`src/rtl/debounce_pkg.sv`:
```
// rtl/debounce_pkg.sv - shared state encoding for the input debouncer
package debounce_pkg;

  localparam int STATE_W = 2;

  typedef enum logic [STATE_W-1:0] {
    STABLE  = 2'd0,
    PENDING = 2'd1
  } state_t;

endpackage

```
`src/rtl/input_synchronizer.sv`:
```
// rtl/input_synchronizer.sv - multi-flop synchroniser for an asynchronous level
module input_synchronizer #(
  parameter int   SYNC_STAGES = 2,
  parameter logic RESET_LEVEL = 1'b0
) (
  input  logic clk,
  input  logic rst,
  input  logic din,
  output logic dout
);

  logic [SYNC_STAGES-1:0] chain;

  always_ff @(posedge clk or negedge rst) begin
    if (!rst) begin
      chain <= {SYNC_STAGES{RESET_LEVEL}};
    end else begin
      chain <= {chain[SYNC_STAGES-2:0], din};
    end
  end

  assign dout = chain[SYNC_STAGES-1];

endmodule

```
`src/rtl/input_debouncer.sv`:
```
// rtl/input_debouncer.sv - synchronise and debounce a bouncy input; edge pulses under DEBOUNCE_EDGE_EN
module input_debouncer
  import debounce_pkg::*;
#(
  parameter int   SYNC_STAGES   = 2,
  parameter int   STABLE_CYCLES = 1000,
  parameter int   CNT_W         = 16,
  parameter logic RESET_LEVEL   = 1'b0
) (
  input  logic clk,
  input  logic rst,
  input  logic din_raw,
  output logic d_clean,
  output logic rise,
  output logic fall
);

  if (SYNC_STAGES < 2) begin : g_bad_sync
    $error("input_debouncer: SYNC_STAGES must be >= 2");
  end
  if (STABLE_CYCLES < 1 || STABLE_CYCLES >= (1 << CNT_W)) begin : g_bad_cnt
    $error("input_debouncer: STABLE_CYCLES must be >= 1 and fit in CNT_W bits");
  end

  localparam logic [CNT_W-1:0] LAST_CNT = CNT_W'(STABLE_CYCLES - 1);
  localparam bit               ONE_SHOT = (STABLE_CYCLES == 1);

  logic             s;
  logic [CNT_W-1:0] cnt;
  state_t           state;
  logic             accept;

  input_synchronizer #(
    .SYNC_STAGES (SYNC_STAGES),
    .RESET_LEVEL (RESET_LEVEL)
  ) u_sync (
    .clk  (clk),
    .rst  (rst),
    .din  (din_raw),
    .dout (s)
  );

  // With a one-cycle window the very first differing sample is accepted from STABLE.
  always_comb begin
    accept = 1'b0;
    if (s != d_clean) begin
      if (state == STABLE)
        accept = ONE_SHOT;
      else
        accept = (cnt == LAST_CNT);
    end
  end

  always_ff @(posedge clk or negedge rst) begin
    if (!rst) begin
      state   <= STABLE;
      cnt     <= '0;
      d_clean <= RESET_LEVEL;
    end else begin
      case (state)
        STABLE: begin
          if (s != d_clean) begin
            if (accept) begin
              d_clean <= s;
              cnt     <= '0;
            end else begin
              state <= PENDING;
              cnt   <= CNT_W'(1);
            end
          end else begin
            cnt <= '0;
          end
        end
        PENDING: begin
          if (s == d_clean) begin
            state <= STABLE;
            cnt   <= '0;
          end else if (accept) begin
            d_clean <= s;
            cnt     <= '0;
            state   <= STABLE;
          end else begin
            cnt <= cnt + CNT_W'(1);
          end
        end
        default: begin
          state <= STABLE;
          cnt   <= '0;
        end
      endcase
    end
  end

`ifdef DEBOUNCE_EDGE_EN
  always_ff @(posedge clk or negedge rst) begin
    if (!rst) begin
      rise <= 1'b0;
      fall <= 1'b0;
    end else begin
      rise <= accept & s;
      fall <= accept & ~s;
    end
  end
`else
  assign rise = 1'b0;
  assign fall = 1'b0;
`endif

endmodule

```
`config.mk`:
```
export PLATFORM = sky130hd
export DESIGN_NAME = input_debouncer
export DESIGN_NICKNAME = d
export VERILOG_FILES = /design/src/rtl/debounce_pkg.sv /design/src/rtl/input_synchronizer.sv /design/src/rtl/input_debouncer.sv
export SDC_FILE = /design/constraint.sdc
export NUM_CORES = 1
export LEC_CHECK = 0
export CAP_MARGIN = 20
export CORE_ASPECT_RATIO = 1.25
export CORE_UTILIZATION = 35
export CTS_CLUSTER_DIAMETER = 150
export DETAILED_ROUTE_END_ITERATION = 8
export SLEW_MARGIN = 10
export SYNTH_ARGS = -nofsm -noshare
export SYNTH_HDL_FRONTEND = slang
export SYNTH_HIERARCHICAL = 1
export SYNTH_SLANG_ARGS = --single-unit
export TNS_END_PERCENT = 10
```
`constraint.sdc`:
```
create_clock -name clk -period 2.4 [get_ports clk]
set_input_delay 0.48 -clock clk [delete_from_list [all_inputs] [get_ports clk]]
set_output_delay 0.48 -clock clk [all_outputs]
set_load 0.1 [all_outputs]
```
==> out/metrics.yaml, run 1 <==
run_status: "complete, no violations"
cts_buffers: 3
post-route-drc-count: 0
maxCapViolations: 0
r2r_start: "cnt[10]"
synth_seq_cells: 20
worst_setup_path_start_kind: "flop"
cp_max_fo: 15
cts_resized: 0
cts_hold_buf: 0
synth_cells: 91
multi_input_area_um2: 415
synthSimpleGateAreaFrac_pct: 24.1
tns_ns: 0
die_y_um: 60.2
post_cts.repair.setup_buffers: 0
ios: 6
grt_usage_pct: 13.5
hold_path_class: "flop to flop"
avgSynthCellArea_um2: 10.4
timing.final.crit_share_pct: 88.1
synth_area_um2: 950
fin_hold_ws_ns: 0.373
yosys.area.top_type_share_pct: 52.7
cts_root_buf: "clkbuf_4"
h-tree-depth: 1
drt-pass1-iter-count: 6
grt_max_degree: 21
path_buf_inv: 0
pre_cts_ws_ns: 0.291
synth_cell_types: 23
viasPerCell: 4.95
cp_cell_sequence: "or4_1, or4_4, o21ai_4, nor2_1"
fillers: 263
final_area_um2: 1050
synth_edf_count: 0
postRouteAntennaNets: 0
start_util_pct: 38.0
drive_gt1_share_pct: 12.2
yosysSeqAreaShare_pct: 52.7
cts.sinks: 20
crit_required_ns: 2.59
setup_viol: 0
clock_skew_ns: 0.00490
vias: 648
cp-endpoint: "cnt[11]"
yosysTopAreaCell: "dfrtp_1"
rsz0062_at_grt: "no"
rr_worst_depth: 4
synth_top_family_by_area: "simple AND/OR/NAND/NOR gates"
maxClockFrequency_ghz: 0.473
async_flop_share_pct: 100
synth_xor_area_share_pct: 13.8
ys.warnings.count: 6
reg2reg_to: "cnt[11]"
finalCriticalPeriod_ns: 2.11
layout_setup_ws_ns: 0.287
seq_area_um2: 500
cts_tree: "yes"
final_util_pct: 41.9
fin_nets: 103
routabilityCongestion: 0.788
synth_compound_area_share_pct: 2.50
syn_to_final_growth_pct: 10.3
clkSlewWorstSetupHoldPaths_ns: 0.11
vdd_drop_max_v: 0.000337
criticalPathCategory: "flop to flop"
crit_path_start: "cnt[10]"
rows: 20
synth_area_leaders: "dfrtp_1, xnor2_1, nor2_1"
leakagePower_nw: 0.404
cp.arrival_ns: 2.30
antennaDiodeCount: 0
p_per_area_nw_per_um2: 553
cts.path.max_buffers: 2
max_stage_delay_ns: 0.53
synthMuxAreaShare_pct: 1.19
placed_area_um2: 1010
die_area_um2: 2930
totalWireLength_um: 1590
reg2reg_setup_slack_ns: 0.29
io_buffers: 3
cp_top_family: "simple AND/OR/NAND/NOR gates"
synth_ff_type: "dfrtp_1"
gr-total-overflow: 0
slowest_stage: "or4_1"
die_x_um: 48.6
clock_latency_ns: 0.31
coreArea_um2: 2500
critical_path_depth: 4
grt_pass1_vias: 649
grt_pass1_wl_um: 2860
wl_per_cell_um: 12.2
synthTopCellsByCount: "dfrtp_1, nor2_1, xnor2_1"
finalHoldViolations: 0
drv_slew: 0
drt_iter0_drc: 8
critPathCaptureType: "flop"
antenna_found_initial: 0
yosys.area_share.adder_pct: 1.32
hpwlAfterDp_um: 1070
synth_most_common_cell: "dfrtp_1"
[registers in the layout, summed over array words and instances, names as in the netlist]
name	flops
cnt	16
d_clean	1
state	1
u_sync/chain	2
[cells in the final DEF, fill, tap and decap left out, types with 2 or more instances in the layout]
cell / n
nand3_1: 6
nor2_1: 18
dfrtp_1: 20
buf_4: 3
clkdlybuf4s50_1: 2
nor4_1: 5
xor2_1: 2
nand4_1: 3
nand2_1: 3
conb_1: 2
clkbuf_4: 3
nor3_1: 4
xnor2_1: 13
inv_1: 3
[layout make-up]
cell class / count / share of cell area (%)
Sequential cell: 20 / 47.8
Multi-Input combinational cell: 66 / 39.7
Timing Repair Buffer: 5 / 4.06
Tap cell: 33 / 3.94
Clock buffer: 4 / 3.46
Inverter: 3 / 1.08
[kinds of logic (layout without fill, tap and decap cells)]
family,after synthesis,after routing
simple gates,45,45
mux,1,1
compound gates,2,2
buf+inv,6,12
flops,20,20
fa+ha+maj,1,1
xor+xnor,15,15
other cells,1,2
[report_power, final]
part | switching, mW | internal [mW] | leakage (nW)
clock | 0.106 | 0.0927 | 0.0210
sequential | 0.00335 | 0.342 | 0.270
combinational | 0.0277 | 0.00831 | 0.113
[per-stage QoR]
step	total power [mW]	std cells
after floorplan	0.378	92
after global placement	0.388	127
after detailed placement	0.388	127
after CTS	0.584	131
after global routing	0.600	131
final	0.579	131
[worst min path at each step]
stage,depth (start not counted),slack (ns),to,from
after global placement,0,0.33,u_sync/chain[1],u_sync/chain[0]
after detailed placement,0,0.34,u_sync/chain[1],u_sync/chain[0]
after CTS,0,0.37,u_sync/chain[1],u_sync/chain[0]
final,0,0.37,u_sync/chain[1],u_sync/chain[0]
after global routing,0,0.38,u_sync/chain[1],u_sync/chain[0]
after floorplan,0,0.18,cnt[0],rst
[metal layers]
metal | part of all wire (%) | GRT usage [%]
met1 | 45 | 16.2
met2 | 50 | 22.1
met3 | 1.9 | 1.53
met4 | 3.3 | 11.3
met5 | 0 | 0
Power figures use the tool's default switching activity.
==> run 2: changes to the inputs <==
- CORE_UTILIZATION: 35 -> 56
- PLACE_DENSITY: unset -> 0.76
==> out/metrics.yaml, run 2 (synthesized netlist as in run 1, its figures left out) <==
run_status: "complete, no violations"
syn_to_final_growth_pct: 9.22
largest_reg_flops: 16  # unchanged
antenna_found_initial: 0  # unchanged
cts.path.max_buffers: 2  # unchanged
post_cts.repair.setup_buffers: 0  # unchanged
wl_per_cell_um: 13.0  # +7.2%
top_register: "cnt"
critical_path_depth: 4  # unchanged
io_buffers: 3  # unchanged
rows: 16  # -20%
maxClockFrequency_ghz: 0.471  # -0.54%
setup_viol: 0  # unchanged
max_stage_delay_ns: 0.53  # about the same
placed_cells: 111  # -13%
start_util_pct: 60.0  # +22 points
antennaDiodeCount: 0  # unchanged
tns_ns: 0  # unchanged
fin_nets: 102  # -0.97%
leakagePower_nw: 0.407  # +0.69%
placed_area_um2: 985  # -2.6%
clkSlewWorstSetupHoldPaths_ns: 0.12  # about the same
drt_iter0_drc: 8  # unchanged
h-tree-depth: 1  # unchanged
critPathCaptureType: "flop"
routabilityCongestion: 0.705  # -10%
p_per_area_nw_per_um2: 633  # +14%
cp_cell_sequence: "or4_1, or4_4, o21ai_4, nor2_1"
viasPerCell: 5.40  # +9.2%
hold_path_class: "flop to flop"
cts.sinks: 20  # unchanged
coreArea_um2: 1580  # -37%
final_cells: 115  # -12%
rr_worst_depth: 4  # unchanged
cp.arrival_ns: 2.30  # about the same
finalHoldViolations: 0  # unchanged
vias: 621  # -4.2%
worst_setup_path_start_kind: "flop"
cts_root_buf: "clkbuf_4"
grt_max_degree: 21  # unchanged
drt-pass1-iter-count: 3  # -3
drv_slew: 0  # unchanged
grt_pass1_wl_um: 2370  # -17%
grt_usage_pct: 18.8  # +5.2 points
vdd_drop_max_v: 0.000535  # +59%
path_buf_inv: 0  # unchanged
hold-path-cell-count: 0  # unchanged
drive_gt1_share_pct: 11.3  # -0.90 points
ios: 6  # unchanged
reg2reg_setup_slack_ns: 0.28  # about the same
finalPower_uw: 657  # +13%
cp_top_family: "simple AND/OR/NAND/NOR gates"
totalWireLength_um: 1500  # -5.9%
clock_skew_ns: 0.0195  # +0.0146 ns
cts_resized: 0  # unchanged
gr-total-overflow: 0  # unchanged
final_common_cell: "dfrtp_1"
die_x_um: 38.8  # -20%
cp_max_fo: 15  # unchanged
criticalPathCategory: "flop to flop"
crit_required_ns: 2.58  # about the same
rsz0062_at_grt: "no"
timing.final.crit_share_pct: 88.5  # +0.48 points
cts_tree: "yes"
slowest_stage: "or4_1"
post-route-drc-count: 0  # unchanged
layout_setup_ws_ns: 0.275  # -0.0115 ns
pre_cts_ws_ns: 0.311  # +0.0202 ns
final_area_um2: 1040  # -0.96%
die_area_um2: 1870  # -36%
finalCriticalPeriod_ns: 2.12  # +0.0115 ns
postRouteAntennaNets: 0  # unchanged
grt_pass1_vias: 558  # -14%
clock_latency_ns: 0.32  # about the same
most-common-layout-cells: "dfrtp_1, nor2_1, xnor2_1, nand3_1, nor4_1"
maxCapViolations: 0  # unchanged
die_y_um: 48.0  # -20%
cts_hold_buf: 0  # unchanged
cts_buffers: 3  # unchanged
top_regs: "cnt (16), u_sync/chain (2)"
## run 2: cell types whose count changed in the layout (fill, tap and decap cells not counted), sizes merged
cell and delta:
buf -1, clkbuf -1, bufinv +1
## run 2: metal layers
metal,wire (um),GRT usage (%)
met1,718,23.6
met2,714,31.0
met3,29,4.19
met4,36,8.28
met5,0,0
## run 2: per-stage QoR
step | hold slack [ns] | util [%]
final | 0.365 | 65.6
after global routing | 0.382 | 65.6
after CTS | 0.372 | 65.6
after detailed placement | 0.347 | 62.3
after global placement | 0.336 | 62.3
after floorplan | 0.184 | -
## run 2: where the power goes
part           switching, mW  internal (mW)  total [mW]
clock network          0.108          0.169       0.277
registers            0.00314          0.342       0.345
logic                 0.0273        0.00834      0.0356
## run 2: layout make-up
| cell class | instances | area [um^2] |
|---|---|---|
| timing repair buffer | 4 | 35.0 |
| clock buffer | 3 | 22.5 |
| sequential | 20 | 500 |
| clock inverter | 1 | 30.0 |
| multi-input combinational | 66 | 415 |
| tap | 18 | 22.5 |
| inverter | 3 | 11.3 |
| fill | 137 | 544 |
## run 2: path summary, 6_finish.rpt
kind	startpoint	to
min reg2reg	u_sync/chain[0]	u_sync/chain[1]
min	u_sync/chain[0]	u_sync/chain[1]
max	cnt[10]	cnt[2]
min in group asynchronous	rst	cnt[15]
max reg2reg	cnt[10]	cnt[2]
max in group asynchronous	rst	cnt[11]
==> edit, RTL diff (flow settings as in run 2) <==
The parameter `CNT_W` goes from 16 to 17.
--- a/src/rtl/input_debouncer.sv
+++ b/src/rtl/input_debouncer.sv
@@ -5,5 +5,5 @@
   parameter int   SYNC_STAGES   = 2,
   parameter int   STABLE_CYCLES = 1000,
-  parameter int   CNT_W         = 16,
+  parameter int   CNT_W         = 17,
   parameter logic RESET_LEVEL   = 1'b0
 ) (
Formal check against the unedited RTL: no difference found for any inputs over 10 cycles, from zero or initial values and one cycle with rst low; that may be too few to reach the edited logic, so the function may still have changed.
==> edit against run 2 <==
Final area up 6.8%; global-route usage up 2.0 points; routed wire length up 16%; area after synthesis up 11%; sequential share of layout area down 0.79 points; worst setup slack better by 0.30 ns; sequential cell count up 1; critical endpoint is now cnt[16]$_DFF_PN0_; largest cell class unchanged; critical path type unchanged; total power down 14%.
==> edit: results (changes against run 2) <==
[timing]
fin_crit_ns = 1.83  ; -0.295 ns

[synthesis]
synthAdderAreaFrac_pct = 1.19  ; -0.13 points
synth_compound_area_share_pct = 4.17  ; +1.7 points
synth_mux_area_share_pct = 1.07  ; -0.11 points
synthTopCellsByCount = dfrtp_1 (21), nor2_1 (17), xnor2_1 (7), xor2_1 (7), nand3_1 (6)
ys_types = 33  ; +43%

[drt]
routed_wl_microns = 1740  ; +16%
vias = 719  ; +16%

[final_layout]
n_all_inverters = 5  ; +2
sh_seq_area_pct = 47.5  ; -0.79 points
multiInputGateArea_sq_um = 478  ; +15%
drive_gt1_share_pct = 12.0  ; +0.70 points
largestRegisters = cnt (17), u_sync/chain (2)
seq_cells = 21  ; +5.0%
num-multi-input-gates = 74  ; +12%
clk_share_pct = 2.37  ; -2.7 points
final_area_sq_um = 1110  ; +6.8%

[critical_path]
cp.arrival_ns = 2.00  ; -0.30 ns
cp_slowest_cell = o21ai_2
cpPeakStageDelay_ns = 0.55  ; +0.02 ns
crit_start = cnt[0]$_DFF_PN0_
worstSetupEndpoint = cnt[16]$_DFF_PN0_

[cts]
clock_latency_ns = 0.30  ; -0.02 ns

[global_routing]
grt_max_degree = 22  ; +4.8%

[power_and_ir_drop]
ir_drop_mv = 0.471  ; -12%
leakagePower_uw = 0.000478  ; +17%
power.switching_uw = 135  ; -2.4%
p_total_uw = 566  ; -14%

[place]
gp_congestion = 0.762  ; +8.0%

[outcome]
status = finished, final reports clean

edit: layer usage:
metal,vias to the layer above,track usage [%],share of wire (%)
li1,358,-,-
met1,348,26.2,47
met2,8,31.7,48
met3,5,3.98,2.4
met4,0,11.7,2.6
met5,-,0,0
edit: how the worst min path moves through the flow:
stage	startpoint	end	slack, ns
3_3_place_gp	u_sync/chain[0]$_DFF_PN0_	u_sync/chain[1]$_DFF_PN0_	0.33
6_report	u_sync/chain[0]$_DFF_PN0_	u_sync/chain[1]$_DFF_PN0_	0.36
4_1_cts	u_sync/chain[0]$_DFF_PN0_	u_sync/chain[1]$_DFF_PN0_	0.36
3_5_place_dp	u_sync/chain[0]$_DFF_PN0_	u_sync/chain[1]$_DFF_PN0_	0.34
5_1_grt	u_sync/chain[0]$_DFF_PN0_	u_sync/chain[1]$_DFF_PN0_	0.37
2_1_floorplan	rst	cnt[0]$_DFF_PN0_	0.18
